[src/rtl/bresenham_pkg.sv]
// Shared types for the Bresenham line rasterizer: coordinate and error widths,
// FSM state encoding and an absolute-difference helper.
package bresenham_pkg;

  localparam int CoordWidth = 8;

  typedef logic [CoordWidth-1:0] coord_t;
  typedef logic [CoordWidth:0]   delta_t;
  typedef logic signed [9:0]     err_t;
  typedef logic signed [10:0]    e2_t;

  typedef enum logic [1:0] {
    IDLE,
    SETUP,
    PLOT,
    DONE
  } bla_state_t;

  function automatic delta_t absDiff(input coord_t a, input coord_t b);
    if (a >= b) begin
      return delta_t'(a - b);
    end
    return delta_t'(b - a);
  endfunction

endpackage

[src/rtl/bresenham_step.sv]
// Combinational single step of the Bresenham walker: next (cx, cy) and error term.
module bresenham_step
  import bresenham_pkg::*;
(
  input  coord_t cx_i,
  input  coord_t cy_i,
  input  err_t   err_i,
  input  delta_t dx_i,
  input  err_t   dy_i,
  input  logic   sxNeg_i,
  input  logic   syNeg_i,
  output coord_t cx_o,
  output coord_t cy_o,
  output err_t   err_o
);

  e2_t  e2;
  e2_t  dxWide;
  e2_t  dyWide;
  e2_t  errSum;
  logic stepX;
  logic stepY;

  // Both axis decisions use the pre-step error; their error updates add up.
  always_comb begin
    e2     = e2_t'(err_i) <<< 1;
    dxWide = e2_t'({2'b00, dx_i});
    dyWide = e2_t'(dy_i);
    stepX  = (e2 >= dyWide);
    stepY  = (e2 <= dxWide);
    errSum = e2_t'(err_i);
    cx_o   = cx_i;
    cy_o   = cy_i;
    if (stepX) begin
      errSum = errSum + dyWide;
      cx_o   = sxNeg_i ? cx_i - 8'd1 : cx_i + 8'd1;
    end
    if (stepY) begin
      errSum = errSum + dxWide;
      cy_o   = syNeg_i ? cy_i - 8'd1 : cy_i + 8'd1;
    end
    err_o = err_t'(errSum);
  end

endmodule

[src/rtl/bresenham_line_drawer.sv]
// Bresenham line rasterizer: one segment per draw_en, pixels out on a valid/ready stream.
// Optional BRESENHAM_PIXEL_CNT_EN adds a pixel_cnt output counting accepted pixels.
module bresenham_line_drawer
  import bresenham_pkg::*;
(
  input  logic       clk,
  input  logic       n_rst,
  input  logic       draw_en,
  input  logic [7:0] x0,
  input  logic [7:0] y0,
  input  logic [7:0] x1,
  input  logic [7:0] y1,
  input  logic       pixel_ready,
  output logic       pixel_valid,
  output logic [7:0] pixel_x,
  output logic [7:0] pixel_y,
  output logic       busy,
`ifdef BRESENHAM_PIXEL_CNT_EN
  output logic [8:0] pixel_cnt,
`endif
  output logic       draw_done
);

  bla_state_t state_q;
  coord_t     cx_q;
  coord_t     cy_q;
  coord_t     x1_q;
  coord_t     y1_q;
  delta_t     dx_q;
  err_t       dy_q;
  err_t       err_q;
  logic       sxNeg_q;
  logic       syNeg_q;
  logic       pixelValid_q;
  logic       drawDone_q;
`ifdef BRESENHAM_PIXEL_CNT_EN
  logic [8:0] pixelCnt_q;
`endif

  coord_t cx_d;
  coord_t cy_d;
  err_t   err_d;

  delta_t dxSetup;
  delta_t adySetup;
  err_t   dySetup;
  err_t   errSetup;

  // The start point is latched straight into (cx, cy), so SETUP derives the
  // line parameters from the current point and the latched end point.
  always_comb begin
    dxSetup  = absDiff(cx_q, x1_q);
    adySetup = absDiff(cy_q, y1_q);
    dySetup  = -err_t'(adySetup);
    errSetup = err_t'(dxSetup) + dySetup;
  end

  bresenham_step u_step (
    .cx_i    (cx_q),
    .cy_i    (cy_q),
    .err_i   (err_q),
    .dx_i    (dx_q),
    .dy_i    (dy_q),
    .sxNeg_i (sxNeg_q),
    .syNeg_i (syNeg_q),
    .cx_o    (cx_d),
    .cy_o    (cy_d),
    .err_o   (err_d)
  );

  always_ff @(posedge clk or negedge n_rst) begin
    if (!n_rst) begin
      state_q      <= IDLE;
      cx_q         <= '0;
      cy_q         <= '0;
      x1_q         <= '0;
      y1_q         <= '0;
      dx_q         <= '0;
      dy_q         <= '0;
      err_q        <= '0;
      sxNeg_q      <= 1'b0;
      syNeg_q      <= 1'b0;
      pixelValid_q <= 1'b0;
      drawDone_q   <= 1'b0;
`ifdef BRESENHAM_PIXEL_CNT_EN
      pixelCnt_q   <= '0;
`endif
    end else begin
      case (state_q)
        IDLE: begin
          if (draw_en) begin
            cx_q    <= x0;
            cy_q    <= y0;
            x1_q    <= x1;
            y1_q    <= y1;
            state_q <= SETUP;
          end
        end
        SETUP: begin
          dx_q         <= dxSetup;
          dy_q         <= dySetup;
          err_q        <= errSetup;
          sxNeg_q      <= !(cx_q < x1_q);
          syNeg_q      <= !(cy_q < y1_q);
          pixelValid_q <= 1'b1;
`ifdef BRESENHAM_PIXEL_CNT_EN
          pixelCnt_q   <= '0;
`endif
          state_q      <= PLOT;
        end
        PLOT: begin
          if (pixel_ready) begin
`ifdef BRESENHAM_PIXEL_CNT_EN
            pixelCnt_q <= pixelCnt_q + 9'd1;
`endif
            if (cx_q == x1_q && cy_q == y1_q) begin
              pixelValid_q <= 1'b0;
              drawDone_q   <= 1'b1;
              state_q      <= DONE;
            end else begin
              cx_q  <= cx_d;
              cy_q  <= cy_d;
              err_q <= err_d;
            end
          end
        end
        DONE: begin
          drawDone_q <= 1'b0;
          state_q    <= IDLE;
        end
        default: begin
          pixelValid_q <= 1'b0;
          drawDone_q   <= 1'b0;
          state_q      <= IDLE;
        end
      endcase
    end
  end

  assign pixel_valid = pixelValid_q;
  assign pixel_x     = cx_q;
  assign pixel_y     = cy_q;
  assign busy        = (state_q != IDLE);
  assign draw_done   = drawDone_q;
`ifdef BRESENHAM_PIXEL_CNT_EN
  assign pixel_cnt   = pixelCnt_q;
`endif

endmodule

[config.mk]
export PLATFORM = sky130hd
export DESIGN_NAME = bresenham_line_drawer
export DESIGN_NICKNAME = d
export VERILOG_FILES = /design/src/rtl/bresenham_pkg.sv /design/src/rtl/bresenham_step.sv /design/src/rtl/bresenham_line_drawer.sv
export SDC_FILE = /design/constraint.sdc
export NUM_CORES = 1
export LEC_CHECK = 0
export CORE_ASPECT_RATIO = 0.5
export CORE_MARGIN = 2
export CORE_UTILIZATION = 60
export CTS_CLUSTER_SIZE = 14
export DETAILED_ROUTE_END_ITERATION = 8
export PLACE_DENSITY = 0.86
export SETUP_SLACK_MARGIN = 0.1
export SYNTH_ARGS = -nofsm -noshare
export SYNTH_HDL_FRONTEND = slang
export SYNTH_SLANG_ARGS = --single-unit
[constraint.sdc]
create_clock -name clk -period 5.9 [get_ports clk]
set_clock_uncertainty 0.15 [all_clocks]
set_input_delay 1.18 -clock clk [delete_from_list [all_inputs] [get_ports clk]]
set_output_delay 1.18 -clock clk [all_outputs]
set_load 0.02 [all_outputs]
==> results.yml <==
routing:
  post-route-drc-count: 0
  totalWireLength_mm: 16.5
  drt_iter0_drc: 580
  vias_per_cell: 6.07
  drtPass1Iterations: 6
  ant_nets: 0
  vias: 5896
  wl_per_cell_microns: 17.0
layout:
  layout-drive-gt1-share_pct: 8.11
  diodes: 0
  fin_nets: 961
  area_delta_synth_final_pct: 14.0
  nFillCells: 844
synthesis:
  yosysTopAreaCell: "dfrtp_1"
  yosys_warnings: 0
  synth-main-ff-cell: "dfrtp_1"
  synth_edf_count: 0
  ys_seq_area_share_pct: 25.1
  netlist_area_sq_mm: 0.00667
  synth_top_area_share_pct: 25.1
  ys_seq_elements: 67
  synth.distinct_cells: 67
  synthArstFlopShare_pct: 100
  avgSynthCellArea_sq_um: 8.62
  syn-num-nets: 914
  syn_inst: 774
  synth_area_leaders: "dfrtp_1 (25%), ha_1 (18%), mux2_2 (5.6%), a21oi_1 (5.0%), o21ai_0 (4.5%)"
setup_path:
  required_ns: 6.01
  startpoint_type: "flip-flop"
  r2r_end: "err_q[9]"
  rrSetupSlack_ns: 1.18
  cp_top_family: "compound AO/OA/AOI/OAI gates"
  crit_path_top_delay_cell: "dfrtp_1"
  ff2ff_path_depth: 17
  worstSetupPathType: "flip-flop to flip-flop"
  cpMostUsedCell: "o21ai_1"
  cp.buffers_inverters: 1
  critPathMaxFanout: 7
  crit_path_max_incr_delay_ns: 0.46
  cp.arrival_ns: 4.83
  path_cells: "inv_1, ha_1, nor2b_1, o21ai_1, a21oi_1, o21ai_1, nand2_1, mux2i_1, ha_1, a21o_1, a21oi_1, nor2b_1, o21a_1, o41ai_1, o21ai_0, xor2_1, o21ai_1"
  worst_setup_path_end_kind: "flip-flop"
  timing.rr.start: "pixel_x[1]"
clocking:
  root_buffer: "clkbuf_16"
  ctsHoldBuffers: 0
  cts.htree.levels: 3
  cts-buffers-inserted: 9
  clk_path_buf_depth: 2
  cts_resized: 0
  clk_pin_slew_ns: 0.06
  clk_latency_ns: 0.35
  cts_tree: "built"
  clock_sinks: 67
  post_cts_buffers: 0
floorplan:
  start_util_pct: 61.2
  fp.dieW_microns: 153
  dieArea_sq_mm: 0.0120
  coreArea_sq_mm: 0.0109
  ios: 55
  rows: 27
  die_y_microns: 78.6
timing:
  fin_crit_ns: 4.72
  rsz0062_at_grt: "no"
  finalSetupTns_ns: 0
  hold_violations: 0
  worst_slew_pin_slew_ns: 0.900
  max_freq_mhz: 212
  slew_headroom_pct: 39.9
  finalCritPeriodShare_pct: 79.9
  drv_slew: 0
  setup_viol: 0
grt:
  grt_pass1_vias: 5678
  grt_max_degree: 68
  grt_first_pass_wirelength_mm: 27.4
  grt_antenna_before_repair: 0
  grt_overflow: 0
  grt_usage_pct: 28.5
hold_path:
  hold_path_end: "pixel_valid"
  holdPathStages: 2
  hold_class: "flip-flop to flip-flop"
  min_from: "pixel_valid"
status:
  status: "finished clean"
job:
  maxCapViolations: 0
place:
  dpl.hpwl_mm: 12.5
  gp_congestion: 0.908
  io_buffer_count: 54
## logic make-up after synthesis
group / after synthesis / share of synthesized area, %
xor+xnor: 50 / 6.90
mux: 57 / 9.26
simple gates: 191 / 13.8
compound gates: 203 / 18.2
buf+inv: 102 / 6.19
fa+ha+maj: 104 / 20.5
flops: 67 / 25.1
## how the worst max path moves through the flow
stage	slack [ns]	endpoint	from	cells after the start
global route	0.74	err_q[7]	pixel_y[4]	17
CTS	1.24	err_q[9]	pixel_y[4]	16
finish	1.18	err_q[9]	pixel_x[1]	17
floorplan	1.70	err_q[9]	err_q[1]	18
detailed placement	1.27	err_q[9]	pixel_y[4]	16
global placement	1.49	err_q[9]	pixel_y[6]	16
## area by class of cell
class | instances | area, sq um | area share (%)
clock buffers | 10 | 229 | 3.01
clock inverters | 6 | 66.3 | 0.872
inverters | 79 | 297 | 3.90
multi-input cells | 605 | 4580 | 60.3
flip-flops and latches | 67 | 1680 | 22.0
well taps | 145 | 181 | 2.39
repair buffers | 59 | 573 | 7.53
## flip-flops by register name, summed over array words and instances (netlist names)
| name | flops |
|---|---|
| state_q | 2 |
| pixel_x | 8 |
| sxNeg_q | 1 |
| draw_done | 1 |
| syNeg_q | 1 |
| y1_q | 8 |
| pixel_y | 8 |
| err_q | 10 |
| pixel_valid | 1 |
| dy_q | 10 |
| x1_q | 8 |
| dx_q | 9 |
## metrics by stage
stage               setup WS (ns)  utilization, %  cells  area [sq um]  hold slack [ns]
detailed placement           1.27            67.0    955          7310            0.350
floorplan                    1.70               -    774          6670            0.339
finish                       1.18            69.7    971          7610            0.361
global route                0.742            69.7    971          7610            0.379
global placement             1.49            67.0    955          7310            0.342
CTS                          1.24            69.7    971          7610            0.363
## worst register-to-register path: cells and delay by family (launching register included)
kind,cells,cell delay (ns)
buffers and inverters,1,0.15
AND/OR/NAND/NOR,3,0.54
XOR/XNOR,1,0.16
adder cells (fa/ha/maj),2,0.66
flip-flops,1,0.46
AO/OA/AOI/OAI,9,2.07
multiplexers,1,0.44
## cell usage in the layout, fill, tap and decap left out, types with 17 or more instances in the layout
cell,netlist,final
nor2_1,40,40
a21oi_1,66,66
nand2_1,72,72
nor2b_1,17,17
o21ai_0,60,60
clkdlybuf4s50_1,0,53
ha_1,95,95
inv_1,78,78
xnor2_1,30,30
xor2_1,17,17
a21o_1,17,17
mux2i_1,22,22
dfrtp_1,67,67
mux2_2,33,33
## synthesized netlist by cell type, types with 5 or more instances
| cell | instances |
|---|---|
| mux2i_1 | 22 |
| o21bai_1 | 5 |
| nand3_1 | 14 |
| nand4_1 | 8 |
| mux2_2 | 33 |
| a211oi_1 | 5 |
| a21o_1 | 17 |
| nor2_1 | 40 |
| nor2b_1 | 17 |
| o2111ai_1 | 5 |
| a21oi_1 | 66 |
| dfrtp_1 | 67 |
| o21ai_0 | 60 |
| nand2_1 | 72 |
| clkbuf_1 | 16 |
| nand2b_1 | 5 |
| xnor2_1 | 30 |
| inv_1 | 78 |
| nor3_1 | 10 |
| xor2_1 | 17 |
| ha_1 | 95 |
| fa_1 | 9 |
| o21ai_1 | 9 |
## metal layers
metal  GRT usage (%)  vias up  part of all wire, %  wire [microns]
met5               0        -                    0               0
met4            11.2        0                  2.7             442
met3            5.91       48                  6.4            1050
met2            45.5      216                   44            7330
met1            38.3     2837                   46            7670
li1                -     2795                    -               -
Power is left out: the tool's default activity adds up to more than one toggle a clock period on the data nets, which glitch-free logic cannot reach.
